File: config.mk
export PLATFORM = sky130hd
export DESIGN_NAME = alarm_bank_editor
export DESIGN_NICKNAME = d
export VERILOG_FILES = /design/src/rtl/alarm_bank_editor.sv
export SDC_FILE = /design/constraint.sdc
export NUM_CORES = 1
export LEC_CHECK = 0
export CAP_MARGIN = 20
export CORE_MARGIN = 4
export CORE_UTILIZATION = 50
export CTS_BUF_LIST = sky130_fd_sc_hd__clkbuf_8
export CTS_CLUSTER_SIZE = 14
export DETAILED_ROUTE_END_ITERATION = 12
export DONT_BUFFER_PORTS = 1
export PLACE_DENSITY = 0.65
export SYNTH_ARGS = -nofsm -noshare
export SYNTH_HDL_FRONTEND = slang
export SYNTH_SLANG_ARGS = --single-unit
File: constraint.sdc
create_clock -name clk -period 4.6 [get_ports clk]
set_input_delay 0.92 -clock clk [delete_from_list [all_inputs] [get_ports clk]]
set_output_delay 0.92 -clock clk [all_outputs]
set_load 0.01 [all_outputs]
File: src/rtl/alarm_bank_editor.sv
// Bank of NUM_ALARMS BCD HH:MM:SS alarms: browse/edit on the shared button bus,
// edits held in a working copy until committed, display drive and hit pulses.
module alarm_bank_editor #(
    parameter int NUM_ALARMS   = 3,
    parameter int ACTIVE_STATE = 2,
    parameter int IDX_W        = 3
) (
    input  logic                      clk,
    input  logic                      reset_n,
    input  logic [3:0]                totalstate,
    input  logic [3:0]                up_button,
    input  logic [3:0]                down_button,
    input  logic [3:0]                left_button,
    input  logic [3:0]                right_button,
    input  logic [3:0]                enter_button,
    input  logic [3:0]                return_button,
    input  logic [23:0]               cur_time,
    input  logic                      sec_tick,
    output logic [3:0]                led1Number,
    output logic [3:0]                led2Number,
    output logic [3:0]                led3Number,
    output logic [3:0]                led4Number,
    output logic [3:0]                led5Number,
    output logic [3:0]                led6Number,
    output logic [3:0]                led7Number,
    output logic [3:0]                led8Number,
    output logic [7:0]                point,
    output logic [7:0]                which_shine,
    output logic                      is_shine,
    output logic [24*NUM_ALARMS-1:0]  alarm_time,
    output logic [NUM_ALARMS-1:0]     alarm_enable,
    output logic [NUM_ALARMS-1:0]     alarm_hit,
    output logic [IDX_W-1:0]          cur_index
);

    typedef enum logic {SHOW, EDIT} state_e;
    typedef enum logic [2:0] {B_NONE, B_RET, B_ENT, B_UP, B_DN, B_LEFT, B_RIGHT} btn_e;

    state_e               state;
    logic [2:0]           pos;
    logic [23:0]          work;
    logic                 press_lock;

    logic                 active;
    logic                 all_idle;
    btn_e                 btn;
    logic [3:0]           code;
    logic [23:0]          slot_time;
    logic                 slot_en;
    logic [3:0]           dig;
    logic [3:0]           dig_max;
    logic [3:0]           dig_up;
    logic [3:0]           dig_dn;
    logic [NUM_ALARMS-1:0] hit_next;
    logic [23:0]          shown;

    // Writes one working digit; raising hr hi to 2 pulls an out-of-range hr lo down to 3.
    function automatic logic [23:0] put_digit(input logic [23:0] w, input logic [2:0] p,
                                              input logic [3:0] v);
        logic [23:0] r;
        r = w;
        for (int unsigned k = 0; k < 6; k++) begin
            if (p == 3'(k)) r[4*k +: 4] = v;
        end
        if (p == 3'd5 && v == 4'd2 && r[19:16] > 4'd3) r[19:16] = 4'd3;
        return r;
    endfunction

    assign active   = (totalstate == 4'(ACTIVE_STATE));
    assign all_idle = ~|{up_button, down_button, left_button, right_button,
                         enter_button, return_button};

    always_comb begin
        btn  = B_NONE;
        code = 4'd0;
        if (return_button != 4'd0) begin
            btn  = B_RET;
            code = return_button;
        end else if (enter_button != 4'd0) begin
            btn  = B_ENT;
            code = enter_button;
        end else if (up_button != 4'd0) begin
            btn  = B_UP;
            code = up_button;
        end else if (down_button != 4'd0) begin
            btn  = B_DN;
            code = down_button;
        end else if (left_button != 4'd0) begin
            btn  = B_LEFT;
            code = left_button;
        end else if (right_button != 4'd0) begin
            btn  = B_RIGHT;
            code = right_button;
        end
    end

    always_comb begin
        slot_time = '0;
        slot_en   = 1'b0;
        for (int unsigned i = 0; i < NUM_ALARMS; i++) begin
            if (cur_index == IDX_W'(i)) begin
                slot_time = alarm_time[24*i +: 24];
                slot_en   = alarm_enable[i];
            end
        end
    end

    always_comb begin
        dig = 4'd0;
        for (int unsigned k = 0; k < 6; k++) begin
            if (pos == 3'(k)) dig = work[4*k +: 4];
        end
        case (pos)
            3'd0, 3'd2: dig_max = 4'd9;
            3'd1, 3'd3: dig_max = 4'd5;
            3'd4:       dig_max = (work[23:20] < 4'd2) ? 4'd9 : 4'd3;
            3'd5:       dig_max = 4'd2;
            default:    dig_max = 4'd0;
        endcase
        dig_up = (dig >= dig_max) ? 4'd0 : dig + 4'd1;
        dig_dn = (dig == 4'd0) ? dig_max : dig - 4'd1;
    end

    // Hit compares the committed value and enable as they stand before this edge's commit.
    always_comb begin
        hit_next = '0;
        for (int unsigned i = 0; i < NUM_ALARMS; i++) begin
            hit_next[i] = sec_tick && alarm_enable[i] && (alarm_time[24*i +: 24] == cur_time);
        end
    end

    always_ff @(posedge clk) begin
        if (!reset_n) begin
            state        <= SHOW;
            pos          <= '0;
            work         <= '0;
            press_lock   <= 1'b0;
            alarm_time   <= '0;
            alarm_enable <= '0;
            alarm_hit    <= '0;
            cur_index    <= '0;
        end else begin
            alarm_hit <= hit_next;
            if (all_idle) press_lock <= 1'b0;
            if (!active) begin
                state <= SHOW;
                work  <= '0;
                pos   <= '0;
            end else if (!press_lock && btn != B_NONE) begin
                press_lock <= 1'b1;
                if (state == SHOW) begin
                    case (btn)
                        B_LEFT:  cur_index <= (cur_index == '0) ? IDX_W'(NUM_ALARMS-1)
                                                                : cur_index - IDX_W'(1);
                        B_RIGHT: cur_index <= (cur_index == IDX_W'(NUM_ALARMS-1)) ? '0
                                                                : cur_index + IDX_W'(1);
                        B_ENT: begin
                            if (code == 4'd1) begin
                                for (int unsigned i = 0; i < NUM_ALARMS; i++) begin
                                    if (cur_index == IDX_W'(i)) alarm_enable[i] <= ~alarm_enable[i];
                                end
                            end else if (code == 4'd2) begin
                                work  <= slot_time;
                                pos   <= '0;
                                state <= EDIT;
                            end
                        end
                        default: ;
                    endcase
                end else begin
                    case (btn)
                        B_LEFT:  pos  <= (pos == 3'd5) ? 3'd0 : pos + 3'd1;
                        B_RIGHT: pos  <= (pos == 3'd0) ? 3'd5 : pos - 3'd1;
                        B_UP:    work <= put_digit(work, pos, dig_up);
                        B_DN:    work <= put_digit(work, pos, dig_dn);
                        B_ENT: begin
                            if (code == 4'd1) begin
                                for (int unsigned i = 0; i < NUM_ALARMS; i++) begin
                                    if (cur_index == IDX_W'(i)) begin
                                        alarm_time[24*i +: 24] <= work;
                                        alarm_enable[i]        <= 1'b1;
                                    end
                                end
                                work  <= '0;
                                state <= SHOW;
                            end
                        end
                        B_RET: begin
                            if (code == 4'd1) begin
                                work  <= '0;
                                state <= SHOW;
                            end
                        end
                        default: ;
                    endcase
                end
            end
        end
    end

    always_comb begin
        shown       = (state == EDIT) ? work : slot_time;
        led1Number  = shown[3:0];
        led2Number  = shown[7:4];
        led3Number  = 4'hA;
        led4Number  = shown[11:8];
        led5Number  = shown[15:12];
        led6Number  = 4'hA;
        led7Number  = shown[19:16];
        led8Number  = shown[23:20];
        point       = {7'h7F, ~slot_en};
        is_shine    = (state == EDIT);
        which_shine = 8'h00;
        if (state == EDIT) begin
            case (pos)
                3'd0:    which_shine = 8'h01;
                3'd1:    which_shine = 8'h02;
                3'd2:    which_shine = 8'h08;
                3'd3:    which_shine = 8'h10;
                3'd4:    which_shine = 8'h40;
                3'd5:    which_shine = 8'h80;
                default: which_shine = 8'h00;
            endcase
        end
    end

endmodule

# Yosys cells after proc, flatten, opt, wreduce, memory -nomap -nowiden
# Index checks and enable logic that the tools add are counted.
[word_totals] regBits=110 word_cells=202
[classes] add_sub_neg=6 n_lt_le_gt_ge=4 eq_ne=35 muxes=91 bitwise=5 n_reduce_logical=44
[ops] op="2-to-1 mux 24 bit" n=9
[ops] op="2-to-1 mux 4 bit" n=39
[ops] op="== test 24 bit" n=3
[ops] op="case mux 24 bit (3 select lines)" n=1
[ops] op="2-to-1 mux 3 bit" n=19
[ops] op="case mux 8 bit (6 select lines)" n=1
[ops] op="AND reduction 8 bit" n=5
[ops] op="inequality test 3 bit (second input constant)" n=10
[ops] op="AND reduction 6 bit" n=4
[ops] op="nonzero test 4 bit" n=6
[ops] op="OR reduction 24 bit" n=1
[ops] op="AND reduction 5 bit" n=4
[ops] op="2-to-1 mux 1 bit" n=18
[ops] op="== test 4 x 2 -> 1 bit (second input constant)" n=4
[ops] op="case mux 4 bit (4 select lines)" n=1
[ops] op="== test 3 x 2 -> 1 bit (second input constant)" n=5
[ops] op="== test 3 bit (second input constant)" n=5
[ops] op="case mux 3 bit (2 select lines)" n=2
[ops] op="logical AND 1 bit" n=11
[ops] op="== test 3 x 1 -> 1 bit (second input constant)" n=3
[ops] op="> comparator 4 x 2 -> 1 bit (second input constant)" n=2
[ops] op="2-to-1 mux 8 bit" n=1
[ops] op="adder 3 x 1 -> 3 bit (second input constant)" n=2
[ops] op="logical NOT 3 bit" n=2
[ops] op="18 further kinds" n=27

# Longest topological paths before layout
[depth] depth_word=20 ltp_mapped=17 depth_no_buf=15

# Least setup slack after synthesis
# Ideal clock, no wire load.
[synth_path] path_type="reg2reg" from="register pos[1]" to="register work[17]" arrival_time_ns=4.035 slack_ns=0.453 stages_incl_launch_ff=17 path_buffers=2 synth_period_minus_slack_ns=4.147 cell_sequence="dfxtp_1 buf_2 clkbuf_1 and2_1 ha_1 or2_1 o21bai_1 o221ai_1 inv_1 ha_1 nand2b_1 a2111oi_0 nor3_1 or4_1 nor4_1 nor4b_1 a2111oi_1"
[synth_via] elab_chain_len=20
[synth_rtl] item="from (decl)" line="40" rtl="logic [2:0] pos;"
[synth_rtl] item="from (signal assigned)" line="172" rtl="B_LEFT: pos <= (pos == 3'd5) ? 3'd0 : pos + 3'd1;"
[synth_rtl] item="from (signal assigned)" line="173" rtl="B_RIGHT: pos <= (pos == 3'd0) ? 3'd5 : pos - 3'd1;"
[synth_rtl] item="logical NOT 3 bit" line="111, 113"
[synth_rtl] item="2-to-1 mux 4 bit (6 in series)" line="111" rtl="if (pos == 3'(k)) dig = work[4*k +: 4];"
[synth_rtl] item="subtractor 4 x 1 -> 4 bit (tied with other cells)" line="121" rtl="dig_dn = (dig == 4'd0) ? dig_max : dig - 4'd1;"
[synth_rtl] item="2-to-1 mux 4 bit (on tied branches)" line="121, 120"
[synth_rtl] item="2-to-1 mux 4 bit" line="63" rtl="if (p == 3'(k)) r[4*k +: 4] = v;"
[synth_rtl] item="2-to-1 mux 4 bit" line="171" rtl="case (btn)"
[synth_rtl] item="2-to-1 mux 4 bit" line="151" rtl="if (state == SHOW) begin"
[synth_rtl] item="2-to-1 mux 4 bit" line="149" rtl="end else if (!press_lock && btn != B_NONE) begin"
[synth_rtl] item="2-to-1 mux 4 bit" line="145" rtl="if (!active) begin"
[synth_rtl] item="2-to-1 mux 4 bit" line="133" rtl="if (!reset_n) begin"
[synth_rtl] item="> comparator 4 x 2 -> 1 bit" line="65" rtl="if (p == 3'd5 && v == 4'd2 && r[19:16] > 4'd3) r[19:16] = 4'd3;"
[synth_rtl] item="logical AND 1 bit" line="65"
[synth_rtl] item="2-to-1 mux 4 bit" line="65"
[synth_rtl] item="case mux 24 bit (3 select lines) *" line="171"
[synth_rtl] item="2-to-1 mux 24 bit *" line="151"
[synth_rtl] item="to (signal assigned)" line="163" rtl="work <= slot_time;"
[synth_rtl] item="to (signal assigned)" line="174" rtl="B_UP: work <= put_digit(work, pos, dig_up);"
[synth_rtl] item="to (signal assigned)" line="175" rtl="B_DN: work <= put_digit(work, pos, dig_dn);"
[synth_rtl] item="to (decl)" line="41" rtl="logic [23:0] work;"
# Mark *: on every way between the ends. The rest lies on a longest branch, timed or not. The select of a mux whose other input is x is not followed.
# A chain may end at the register's enable or synchronous reset.

# Final worst setup path
[layout_path] from="register pos[2]" to="register work[8]"
[layout_via] elab_chain_len=12
[layout_rtl] item="logical NOT 3 bit" line="111, 113"
[layout_rtl] item="2-to-1 mux 4 bit (6 in series)" line="111"
[layout_rtl] item="subtractor 4 x 1 -> 4 bit (tied with other cells)" line="121"
[layout_rtl] item="2-to-1 mux 4 bit (on tied branches)" line="121, 120"
[layout_rtl] item="2-to-1 mux 4 bit" line="63"
[layout_rtl] item="case mux 24 bit (3 select lines)" line="171"
[layout_rtl] item="2-to-1 mux 24 bit" line="151"
# Several ways; a longest one is shown, not always the timed one. The select of a mux whose other input is x is not followed.

==> results summary <==
The final layout contains 923 nets. The critical path endpoint category is a flip-flop. The maximum VDD drop came out at 0.1212 mV. The total number of H-tree levels came out at 3.

The full die area came out at 16890 sq um. The number of buffers added to fix hold violations after cts is 0. Based on the critical path, the design can be clocked at up to 0.2446 GHz. The CTS tree is done. Counting both buffers and inverters, the worst setup path holds a total of 3. The final cycle utilization of the critical path is 0.8886.

The cell area after technology mapping came out at 7438 sq um. For this configuration, the core starts out at a cell density of 0.5118. The path type of the worst min-delay path is reg -> reg. The measured slew at the worst slew-check pin is 1033 ps. The ratio of routed vias to standard cells is 6.566. STA classifies the critical path startpoint as a flip-flop.

The area of all sequential standard cells is 2205 sq um. The die is 130.0 microns wide. The sequential cell area fraction in the yosys report came out at 0.2960. The number of antenna diodes is 0. The worst-path cell with the longest stage delay is nor3_1. The max-slew headroom at the worst pin is 0.3094.

In this run the count of I/O pins placed on the die edge is 185. The setup clock skew after layout came out at 10.33 ps. After the first detailed-routing iteration, the DRC count stood at 1014. The cell area after placement is 7462 sq um. The maximum clock path buffer count is 2. The largest single stage delay on the critical path is 510 ps.

The wire-length estimate of the detail-placed layout is 18670 microns. The detailed router used layers up to and including met4. The height of the die is 130.0 microns. The number of max-capacitance violations reported is 0. The final design area excluding fillers is 7661 sq um. The combined global-route utilization of all metal layers is 0.2877.

Setup repair after global routing left no endpoint under its margin. Once detail routing completed, the nets flagged for antenna violations numbered 0. The flow ran to the end, and the final reports show no timing, DRC or antenna violations. The post-route core utilization came out at 0.5271.

The total overflow left after global routing is 0. The dominant synthesized flop cell is dfxtp_1. The count of flip-flops with a built-in enable after synthesis came out at 0. The count of state elements after synthesis is 110.

The biggest fanout along the worst timing path came out at 11. The final max-slew violation count came out at 0. The post-route setup TNS came out at 0 ps. Ranked by total cell area, the synthesized netlist is headed by dfxtp_1 (30%), mux2i_1 (11%), nor2b_1 (6.9%), xor2_1 (5.4%), nor2_1 (3.4%). The wire length on met2 came out at 11530 microns. Clock tree synthesis selected as its root buffer the cell clkbuf_8. The signal on the critical path passes through inv_1 -> ha_1 -> or2_1 -> a211oi_1 -> o21ai_1 -> inv_2 -> ha_1 -> a2111oi_1 -> nor3_1 -> nor2_1 -> nand2_1 -> o311ai_1 -> buf_2 -> a2111oi_0 -> a211oi_1.

The share of final-layout standard cells stronger than drive strength 1 came out at 0.05581. The area share of the largest cell type after synthesis is 0.2960. The clock reaches the later pin of the worst-skew pair after 400 ps. The cell family contributing the most delay on the critical path is compound AO/OA/AOI/OAI gates. After filler insertion, the fill cell instance count of the layout stands at 1387.

The number of detailed-routing iterations run before antenna repair came out at 6. The total design power came out at 0.001640 W. Port buffering added 0 buffers.

The worst setup path is of the reg -> reg kind. The share of synthesized flip-flops with an asynchronous set or reset is 0. The area growth from synthesis to final layout came out at 2.994%. The first global-routing pass estimated 37830 microns of wire. The CTS buffer count came out at 9. The wire length on met3 is 2696 microns.

The power density over the cells came out at 214.1 nW/um^2. The total number of clock tree sinks came out at 110. The data required time of the critical path is 4850 ps. The residual DRC count is 0. The hold violation total from the final report is 0. The static leakage came out at 2.682 nW.

The initial antenna violation count is 0. The largest area contributor in the synthesized netlist is dfxtp_1. In the synthesized netlist, the number of instances is 885. The CTS clock-pin slew for the worst setup and hold paths came out at 110 ps. The region available for standard cell placement spans 14530 sq um. The worst path in the final design needs a cycle of 4088 ps, including I/O delays and setup. In the final routed layout, each cell accounts on average for 23.75 microns. The mean instance size in the synthesized netlist is 8.405 sq um.

The final layout contains routed wiring with a total length of 24800 microns. The top cell types in the final layout, fill and taps aside, are dfxtp_1 (108), nor2b_1 (81), mux2i_1 (79). The count of distinct cell types in the synthesized netlist came out at 67. The yosys synthesis warning count came out at 0.

The number of placement rows came out at 44. The data arrival time of the critical path is 4340 ps. The area of the multi-input gates came out at 4760 sq um. Setup violations remaining at the end of the flow were counted as 0.

Entering global routing, the biggest net connects 82 pins. The final weighted congestion in routability-driven placement came out at 0.9728. After detailed routing, the wire length on met1 is 9675 microns.

The routed layout has 6855 vias. The number of global-route vias before repair is 6573. The library cell used most frequently in the layout, excluding fill and tap cells, is dfxtp_1.
registers in the layout (all words and copies together), names as in the netlist:
register      count
alarm_time       72
work             24
alarm_enable      3
alarm_hit         3
cur_index         3
pos               3
is_shine          1
press_lock        1
worst reg2reg max path: cells and delay by family, from the launching register on:
family / cells / cell delay [ps]
flip-flops: 1 / 440
buffers and inverters: 3 / 560
AO/OA/AOI/OAI: 6 / 1500
AND/OR/NAND/NOR: 4 / 1030
adder cells (fa/ha/maj): 2 / 410
synthesized netlist by cell type (23+ instances only):
master,instances
xor2_1,46
nor3_1,41
nor2b_1,82
nor2_1,68
mux2i_1,79
a21oi_1,31
nor4_1,30
nand2_1,28
a221oi_1,23
xnor2_1,29
inv_1,28
dfxtp_1,110
clkbuf_1,37
area by class of cell:
cell class / count / area share
clock buffers: 9 / 0.01617
clock inverters: 7 / 0.009472
inverters: 30 / 0.01470
multi-input cells: 686 / 0.6213
flip-flops and latches: 110 / 0.2878
well taps: 184 / 0.03005
repair buffers: 18 / 0.02058
layer usage:
layer  GRT usage  vias to the layer above
met4      0.1143                        0
met5           0                        -
li1            -                     3109
met3     0.08146                       79
met2      0.4741                      426
met1      0.3560                     3241
timing repair:
item	CTS	global route
endpoints found under the setup margin	0	1
hold endpoints to repair	0	0
gates resized for setup	0	2
buffers inserted	0	0
power by group:
group	leakage, nW	internal (W)	total, W	switching (W)
Combinational	1.70	0.0000352	0.0000720	0.0000368
Clock	0.0956	0.000253	0.000615	0.000363
Sequential	0.887	0.000952	0.000952	0.000000372
per-stage QoR:
step / hold slack (ps) / instances / setup slack (ps)
floorplan: 482.8 / 900 / 453.1
global placement: 527.3 / 1027 / 671.2
detailed placement: 536.3 / 1028 / 494.5
CTS: 554.5 / 1044 / 452.0
global route: 580.3 / 1044 / 100.6
finish: 545.9 / 1044 / 512.5
final timing paths:
kind              startpoint      end  slack (ps)  cells past startpoint
setup / recovery      pos[2]  work[8]         510                     15
hold / removal        pos[2]   pos[2]         550                      2
hold reg to reg       pos[2]   pos[2]         550                      2
setup reg to reg      pos[2]  work[8]         510                     15
cell families after synthesis:
family | count (synthesis) | share of synthesized area
buf+inv | 104 | 0.07250
fa+ha+maj | 13 | 0.02187
flops | 110 | 0.2960
xor+xnor | 75 | 0.08831
other cells | 2 | 0.001010
mux | 80 | 0.1078
simple gates | 320 | 0.2384
compound gates | 181 | 0.1741
(Power assumes the default switching activity.)
